File: src/rtl/axi4_lite_master_write_engine_pkg.sv
`default_nettype none
// ============================================================================
// Module      : axi4_lite_master_write_engine_pkg
// Description : Shared AXI4-Lite response codes, default widths and engine
//               state encoding for the master write engine.
// Revision    : 1.0 - initial release
// ============================================================================
package axi4_lite_master_write_engine_pkg;

    localparam int c_DEFAULT_ADDR_WIDTH = 32;
    localparam int c_DEFAULT_DATA_WIDTH = 32;

    typedef enum logic [1:0] {
        OKAY   = 2'b00,
        EXOKAY = 2'b01,
        SLVERR = 2'b10,
        DECERR = 2'b11
    } axi_resp_e;

    typedef enum logic [2:0] {
        IDLE  = 3'd0,
        ADDR  = 3'd1,
        RESP  = 3'd2,
        DONE  = 3'd3,
        FLUSH = 3'd4
    } engine_state_e;

endpackage
`default_nettype wire

File: src/rtl/axi4_lite_master_write_engine_if.sv
`default_nettype none
// ============================================================================
// Module      : axi4_lite_master_write_engine_if
// Description : AXI4-Lite write channels (AW, W, B) with master/slave views.
// Revision    : 1.0 - initial release
// ============================================================================
interface axi4_lite_master_write_engine_if
    import axi4_lite_master_write_engine_pkg::*;
#(
    parameter int ADDR_WIDTH = c_DEFAULT_ADDR_WIDTH,
    parameter int DATA_WIDTH = c_DEFAULT_DATA_WIDTH
);
    logic                    awvalid;
    logic                    awready;
    logic [ADDR_WIDTH-1:0]   awaddr;
    logic [2:0]              awprot;
    logic                    wvalid;
    logic                    wready;
    logic [DATA_WIDTH-1:0]   wdata;
    logic [DATA_WIDTH/8-1:0] wstrb;
    logic                    bvalid;
    logic                    bready;
    logic [1:0]              bresp;

    modport master (
        output awvalid, awaddr, awprot, wvalid, wdata, wstrb, bready,
        input  awready, wready, bvalid, bresp
    );

    modport slave (
        input  awvalid, awaddr, awprot, wvalid, wdata, wstrb, bready,
        output awready, wready, bvalid, bresp
    );
endinterface
`default_nettype wire

File: src/rtl/axi4_lite_write_timeout_counter.sv
`default_nettype none
// ============================================================================
// Module      : axi4_lite_write_timeout_counter
// Description : Saturating response-wait counter; expired flags the last
//               permitted cycle. TIMEOUT_CYCLES of 0 never expires.
// Revision    : 1.0 - initial release
// ============================================================================
module axi4_lite_write_timeout_counter #(
    parameter int TIMEOUT_CYCLES = 256
) (
    input  wire logic clk,
    input  wire logic rst,
    input  wire logic clear,
    input  wire logic enable,
    output logic      expired
);
    localparam int c_CNT_W = (TIMEOUT_CYCLES > 0) ? $clog2(TIMEOUT_CYCLES + 1) : 1;

    generate
        if (TIMEOUT_CYCLES > 0) begin : g_timer
            localparam logic [c_CNT_W-1:0] c_LAST = c_CNT_W'(TIMEOUT_CYCLES - 1);
            localparam logic [c_CNT_W-1:0] c_MAX  = c_CNT_W'(TIMEOUT_CYCLES);

            logic [c_CNT_W-1:0] r_count;

            always_ff @(posedge clk) begin
                if (rst || clear) begin
                    r_count <= '0;
                end else if (enable && (r_count != c_MAX)) begin
                    r_count <= r_count + c_CNT_W'(1);
                end
            end

            // Flag the final cycle so the owner leaves after exactly TIMEOUT_CYCLES
            assign expired = enable && (r_count >= c_LAST);
        end else begin : g_no_timer
            logic w_unused;
            assign w_unused = &{1'b0, clk, rst, clear, enable};
            assign expired  = 1'b0;
        end
    endgenerate
endmodule
`default_nettype wire

File: src/rtl/axi4_lite_master_write_engine.sv
`default_nettype none
// ============================================================================
// Module      : axi4_lite_master_write_engine
// Description : Single-outstanding AXI4-Lite write initiator with response
//               timeout and post-timeout flush of a late B beat.
// Revision    : 1.0 - initial release
// ============================================================================
module axi4_lite_master_write_engine
    import axi4_lite_master_write_engine_pkg::*;
#(
    parameter int ADDR_WIDTH     = c_DEFAULT_ADDR_WIDTH,
    parameter int DATA_WIDTH     = c_DEFAULT_DATA_WIDTH,
    parameter int TIMEOUT_CYCLES = 256
) (
    input  wire logic                    aclk,
    input  wire logic                    areset,
    input  wire logic                    cmd_valid,
    output logic                         cmd_ready,
    input  wire logic [ADDR_WIDTH-1:0]   cmd_addr,
    input  wire logic [DATA_WIDTH-1:0]   cmd_data,
    input  wire logic [DATA_WIDTH/8-1:0] cmd_strb,
    input  wire logic [2:0]              cmd_prot,
    output logic                         rsp_valid,
    input  wire logic                    rsp_ready,
    output logic [1:0]                   rsp_resp,
    output logic                         rsp_timeout,
    output logic                         busy,
    axi4_lite_master_write_engine_if.master axi
);
    engine_state_e           r_state;
    logic                    r_cmd_ready;
    logic                    r_busy;
    logic                    r_awvalid;
    logic                    r_wvalid;
    logic                    r_aw_done;
    logic                    r_w_done;
    logic                    r_bready;
    logic                    r_rsp_valid;
    logic [1:0]              r_rsp_resp;
    logic                    r_rsp_timeout;
    logic [ADDR_WIDTH-1:0]   r_addr;
    logic [DATA_WIDTH-1:0]   r_data;
    logic [DATA_WIDTH/8-1:0] r_strb;
    logic [2:0]              r_prot;

    logic w_aw_hs;
    logic w_w_hs;
    logic w_aw_fin;
    logic w_w_fin;
    logic w_expired;

    assign w_aw_hs  = r_awvalid && axi.awready;
    assign w_w_hs   = r_wvalid && axi.wready;
    assign w_aw_fin = r_aw_done || w_aw_hs;
    assign w_w_fin  = r_w_done || w_w_hs;

    // Counter sits at zero outside RESP, so it is clear on every RESP entry
    axi4_lite_write_timeout_counter #(
        .TIMEOUT_CYCLES (TIMEOUT_CYCLES)
    ) u_timeout (
        .clk     (aclk),
        .rst     (areset),
        .clear   (r_state != RESP),
        .enable  (r_state == RESP),
        .expired (w_expired)
    );

    always_ff @(posedge aclk) begin
        if (areset) begin
            r_state       <= IDLE;
            r_cmd_ready   <= 1'b1;
            r_busy        <= 1'b0;
            r_awvalid     <= 1'b0;
            r_wvalid      <= 1'b0;
            r_aw_done     <= 1'b0;
            r_w_done      <= 1'b0;
            r_bready      <= 1'b0;
            r_rsp_valid   <= 1'b0;
            r_rsp_resp    <= OKAY;
            r_rsp_timeout <= 1'b0;
            r_addr        <= '0;
            r_data        <= '0;
            r_strb        <= '0;
            r_prot        <= '0;
        end else begin
            case (r_state)
                IDLE: begin
                    if (cmd_valid) begin
                        r_addr      <= cmd_addr;
                        r_data      <= cmd_data;
                        r_strb      <= cmd_strb;
                        r_prot      <= cmd_prot;
                        r_awvalid   <= 1'b1;
                        r_wvalid    <= 1'b1;
                        r_aw_done   <= 1'b0;
                        r_w_done    <= 1'b0;
                        r_cmd_ready <= 1'b0;
                        r_busy      <= 1'b1;
                        r_state     <= ADDR;
                    end
                end
                ADDR: begin
                    if (w_aw_hs) begin
                        r_awvalid <= 1'b0;
                        r_aw_done <= 1'b1;
                    end
                    if (w_w_hs) begin
                        r_wvalid <= 1'b0;
                        r_w_done <= 1'b1;
                    end
                    if (w_aw_fin && w_w_fin) begin
                        r_bready <= 1'b1;
                        r_state  <= RESP;
                    end
                end
                RESP: begin
                    // A real response takes precedence over a coincident timeout
                    if (axi.bvalid) begin
                        r_rsp_resp    <= axi.bresp;
                        r_rsp_timeout <= 1'b0;
                        r_bready      <= 1'b0;
                        r_rsp_valid   <= 1'b1;
                        r_state       <= DONE;
                    end else if (w_expired) begin
                        r_rsp_resp    <= SLVERR;
                        r_rsp_timeout <= 1'b1;
                        r_bready      <= 1'b0;
                        r_rsp_valid   <= 1'b1;
                        r_state       <= DONE;
                    end
                end
                DONE: begin
                    if (rsp_ready) begin
                        r_rsp_valid <= 1'b0;
                        if (r_rsp_timeout) begin
                            r_bready <= 1'b1;
                            r_state  <= FLUSH;
                        end else begin
                            r_cmd_ready <= 1'b1;
                            r_busy      <= 1'b0;
                            r_state     <= IDLE;
                        end
                    end
                end
                FLUSH: begin
                    // Swallow the B beat of the abandoned write before taking new work
                    if (axi.bvalid) begin
                        r_bready    <= 1'b0;
                        r_cmd_ready <= 1'b1;
                        r_busy      <= 1'b0;
                        r_state     <= IDLE;
                    end
                end
                default: begin
                    r_state <= IDLE;
                end
            endcase
        end
    end

    assign cmd_ready   = r_cmd_ready;
    assign busy        = r_busy;
    assign rsp_valid   = r_rsp_valid;
    assign rsp_resp    = r_rsp_resp;
    assign rsp_timeout = r_rsp_timeout;

    assign axi.awvalid = r_awvalid;
    assign axi.awaddr  = r_addr;
    assign axi.awprot  = r_prot;
    assign axi.wvalid  = r_wvalid;
    assign axi.wdata   = r_data;
    assign axi.wstrb   = r_strb;
    assign axi.bready  = r_bready;
endmodule
`default_nettype wire

File: src/flat_wrapper.sv
// flat-port wrapper written by rule: the top's interface ports become plain ports
module axi4_lite_master_write_engine_flat import axi4_lite_master_write_engine_pkg::*;
#(
    parameter int ADDR_WIDTH     = c_DEFAULT_ADDR_WIDTH,
    parameter int DATA_WIDTH     = c_DEFAULT_DATA_WIDTH,
    parameter int TIMEOUT_CYCLES = 256
)
  (aclk, areset, cmd_valid, cmd_ready, cmd_addr, cmd_data, cmd_strb, cmd_prot, rsp_valid, rsp_ready, rsp_resp, rsp_timeout, busy, axi_awvalid, axi_awaddr, axi_awprot, axi_wvalid, axi_wdata, axi_wstrb, axi_bready, axi_awready, axi_wready, axi_bvalid, axi_bresp);
  axi4_lite_master_write_engine_if #(.ADDR_WIDTH(ADDR_WIDTH), .DATA_WIDTH(DATA_WIDTH)) axi_i ();
  input  wire logic aclk;
  input  wire logic areset;
  input  wire logic cmd_valid;
  output logic cmd_ready;
  input  wire logic [ADDR_WIDTH-1:0] cmd_addr;
  input  wire logic [DATA_WIDTH-1:0] cmd_data;
  input  wire logic [DATA_WIDTH/8-1:0] cmd_strb;
  input  wire logic [2:0] cmd_prot;
  output logic rsp_valid;
  input  wire logic rsp_ready;
  output logic [1:0] rsp_resp;
  output logic rsp_timeout;
  output logic busy;
  output wire logic [$bits(axi_i.awvalid)-1:0] axi_awvalid;
  output wire logic [$bits(axi_i.awaddr)-1:0] axi_awaddr;
  output wire logic [$bits(axi_i.awprot)-1:0] axi_awprot;
  output wire logic [$bits(axi_i.wvalid)-1:0] axi_wvalid;
  output wire logic [$bits(axi_i.wdata)-1:0] axi_wdata;
  output wire logic [$bits(axi_i.wstrb)-1:0] axi_wstrb;
  output wire logic [$bits(axi_i.bready)-1:0] axi_bready;
  input wire logic [$bits(axi_i.awready)-1:0] axi_awready;
  input wire logic [$bits(axi_i.wready)-1:0] axi_wready;
  input wire logic [$bits(axi_i.bvalid)-1:0] axi_bvalid;
  input wire logic [$bits(axi_i.bresp)-1:0] axi_bresp;
  assign axi_awvalid = axi_i.awvalid;
  assign axi_awaddr = axi_i.awaddr;
  assign axi_awprot = axi_i.awprot;
  assign axi_wvalid = axi_i.wvalid;
  assign axi_wdata = axi_i.wdata;
  assign axi_wstrb = axi_i.wstrb;
  assign axi_bready = axi_i.bready;
  assign axi_i.awready = axi_awready;
  assign axi_i.wready = axi_wready;
  assign axi_i.bvalid = axi_bvalid;
  assign axi_i.bresp = axi_bresp;
  axi4_lite_master_write_engine #(.ADDR_WIDTH(ADDR_WIDTH), .DATA_WIDTH(DATA_WIDTH), .TIMEOUT_CYCLES(TIMEOUT_CYCLES)) u_core (.aclk(aclk), .areset(areset), .cmd_valid(cmd_valid), .cmd_ready(cmd_ready), .cmd_addr(cmd_addr), .cmd_data(cmd_data), .cmd_strb(cmd_strb), .cmd_prot(cmd_prot), .rsp_valid(rsp_valid), .rsp_ready(rsp_ready), .rsp_resp(rsp_resp), .rsp_timeout(rsp_timeout), .busy(busy), .axi(axi_i));
endmodule
File: config.mk
export PLATFORM = sky130hd
export DESIGN_NAME = axi4_lite_master_write_engine_flat
export DESIGN_NICKNAME = d
export VERILOG_FILES = /design/src/rtl/axi4_lite_master_write_engine_pkg.sv /design/src/rtl/axi4_lite_master_write_engine_if.sv /design/src/rtl/axi4_lite_write_timeout_counter.sv /design/src/rtl/axi4_lite_master_write_engine.sv /design/src/flat_wrapper.sv
export SDC_FILE = /design/constraint.sdc
export NUM_CORES = 1
export LEC_CHECK = 0
export ABC_CLOCK_PERIOD_IN_PS = 2800
export CORE_UTILIZATION = 32
export CTS_CLUSTER_SIZE = 24
export DETAILED_ROUTE_END_ITERATION = 8
export PLACE_DENSITY = 0.74
export SYNTH_ARGS = -nofsm -noshare
export SYNTH_HDL_FRONTEND = slang
export SYNTH_SLANG_ARGS = --single-unit
File: constraint.sdc
create_clock -name aclk -period 2.8 [get_ports aclk]
set_input_delay 0.28 -clock aclk [delete_from_list [all_inputs] [get_ports aclk]]
set_output_delay 0.28 -clock aclk [all_outputs]
set_load 0.05 [all_outputs]
==> impl_metrics.toml <==
[worst_hold_path]
min_path_type = "input pin to register"

[logic_synthesis]
syn_nets = 528
synth_fa_ha_area_share_pct = 1.03
synth_top_family_by_area = "simple AND/OR/NAND/NOR gates"
synth-xor-area-share_pct = 1.89
yosysWarnings = 0
synth.area.mux_share_pct = 0
synth-compound-area-share_pct = 16.9
avgSynthCellArea_sq_um = 8.20
synth_ff_type = "dfxtp_1"
synth_edf_count = 0
synth_cell_type_count = 46
synth-simple-area-share_pct = 24.1
syn_area_sq_um = 3650
ys_ff_latch = 94
syn-instance-count = 445
synth_seq_area_share_pct = 51.6
ys_async_sr_fraction_pct = 0

[timing]
worstMarginPinSlew_ps = 546
setup_violations = 0
tns_ps = 0
worst_slack_ps = 804
fin_crit_sh_pct = 71.3
timing.fmax_mhz = 501
fin_worst_skew_ps = 6.49
final_hold_viol_count = 0
drv_slew = 0
rsz0062_at_grt = "no"
maxSlewHeadroom_pct = 63.5
min_period_ps = 2000

[die]
core_sq_um = 11000
start_util_pct = 33.2
dieArea_sq_um = 11800
die_x_microns = 109
die_y_microns = 109
num_io_pins = 160
rows = 38

[cts]
clock_sinks = 94
htree_levels = 3
cts_hold_buf = 0
cts_setup_buffers = 0
path_clk_slew_ps = 70
cts_buffers = 9
cts_tree = "done"
clk_latency_ps = 330
root_buffer = "clkbuf_16"
cts_max_path_buffers = 2
cts_resized = 0

[drt]
drt_wl_total_microns = 9660
avgViaCountPerCell = 4.79
drt_pass1_iterations = 4
antenna_left = 0
wl_per_cell_microns = 13.1
drtIter0Drc = 249
drc = 0
vias = 3529

[layout]
regArea_sq_um = 1880
drive_gt1_share_pct = 6.04
final_common_cell = "clkdlybuf4s50_1"
nets = 675
nFillCells = 1043
diodes = 0
area_growth_pct = 55.8
layout_common_cells = "clkdlybuf4s50_1, nand2_1, dfxtp_1, a21oi_1, nor2_1"
multi_input_area_sq_um = 1610

[power]
p_seq_share_pct = 40.9
p_leak_nw = 2.09
p_sw_share_pct = 27.4
power_switching_uw = 977
p_per_area_nw_per_um2 = 627
pwr-share-comb_pct = 20.1
power_frac_clock_pct = 39.0
internal-power_mw = 2.59
peakVddDrop_mv = 0.277

[placed_design]
dpl.hpwl_microns = 6920
dp_slack_ps = 836
gp_congestion = 0.707
port_buffers = 159

[global_routing]
overflow = 0
grt_usage_pct = 16.4
grt_pass1_vias = 3317
grt_max_degree = 71
antenna_found_initial = 0
grt_first_pass_wirelength_microns = 15400

[critical_path]
cp_max_fo = 6
crit_arrival_ps = 2270
worstPathRequired_ps = 3080
end_kind = "register"
worst_setup_path_start_kind = "register"
critPathKind = "register to register"

[outcome]
outcome = "completed"

[flow_run]
maxCapViolations = 0
## sequential cells by signal (all words and copies together) (netlist names), 2 cells and up
name and count:
u_core.u_timeout.g_timer.r_count 9, u_core.r_state 3, u_core.axi.wdata 32, u_core.axi.awprot 3
u_core.rsp_resp 2, u_core.axi.wstrb 4, u_core.axi.awaddr 32
## metrics by stage
stage	util (%)	area, sq um	power, mW	std cells	hold slack [ps]
finish	51.8	5680	3.57	736	266
global route	51.8	5680	3.72	736	298
CTS	51.8	5680	3.61	736	268
detailed placement	48.6	5340	2.21	721	434
global placement	48.6	5340	2.20	721	435
floorplan	-	3650	1.91	445	377
## cell type report
cell class                 instances  share of cell area [%]
tap                              140                    3.08
inverter                           7                   0.462
clock inverter                     5                    1.87
clock buffer                      10                    4.20
multi-input combinational        315                    28.4
sequential                        94                    33.1
timing repair buffer             165                    28.9
## per-layer routing
metal  vias up  global-route usage, %  share of wire (%)
li1       1775                      -                  -
met1      1638                   19.2                 42
met2       104                   28.8                 51
met3        12                   4.06                5.9
met4         0                   5.89                1.3
met5         -                      0                  0
## worst max-delay path: stages, from the launching register on
cell and delay [ps]:
dfxtp_1 370, ha_1 270, nand4_1 150, nor2_1 70, ha_1 190, nor3_1 230
o211ai_1 220, a311oi_2 290, a41o_1 130
## kinds of logic (layout without fill, tap and decap cells)
logic type,count (synthesis),in the layout
simple gates,199,199
compound gates,106,106
flops,94,94
buf+inv,36,187
xor+xnor,7,7
fa+ha+maj,3,3
## worst paths after layout
kind	from	end	slack (ps)	cells past startpoint
setup / recovery	u_core.u_timeout.g_timer.r_count[0]	u_core.r_state[0]	800	8
hold / removal	areset	u_core.axi.awvalid	270	3
setup reg to reg	u_core.u_timeout.g_timer.r_count[0]	u_core.r_state[0]	800	8
hold reg to reg	u_core.cmd_ready	u_core.cmd_ready	440	2
## synth_stat cells, types with 2 or more instances
| master | n | area [sq um] |
|---|---|---|
| nand4_1 | 5 | 31.3 |
| a211oi_1 | 3 | 22.5 |
| xor2_1 | 5 | 43.8 |
| a21oi_2 | 2 | 17.5 |
| nand3b_1 | 2 | 15.0 |
| nand3_1 | 3 | 15.0 |
| o21ai_0 | 3 | 15.0 |
| nor3b_2 | 2 | 25.0 |
| dfxtp_1 | 94 | 1880 |
| nor4_1 | 2 | 12.5 |
| nand2_1 | 149 | 559 |
| o21ai_1 | 4 | 20.0 |
| or4b_4 | 3 | 41.3 |
| ha_1 | 3 | 37.5 |
| o21a_1 | 2 | 15.0 |
| nor2_1 | 16 | 60.1 |
| buf_2 | 17 | 85.1 |
| and2_1 | 2 | 12.5 |
| nor3_1 | 4 | 20.0 |
| a21oi_1 | 80 | 400 |
| inv_1 | 7 | 26.3 |
| clkbuf_1 | 10 | 37.5 |
| nor2b_1 | 4 | 25.0 |
## power groups by stage
| stage | Combinational, mW | Sequential, mW | Clock (mW) |
|---|---|---|---|
| 6_report | 0.717 | 1.46 | 1.39 |
| 5_1_grt | 0.766 | 1.47 | 1.48 |
| 4_1_cts | 0.724 | 1.46 | 1.43 |
| 3_5_place_dp | 0.722 | 1.49 | 0 |
| 3_3_place_gp | 0.714 | 1.49 | 0 |
| 2_1_floorplan | 0.172 | 1.74 | 0 |
No activity file was read; power rests on OpenSTA's default activity.
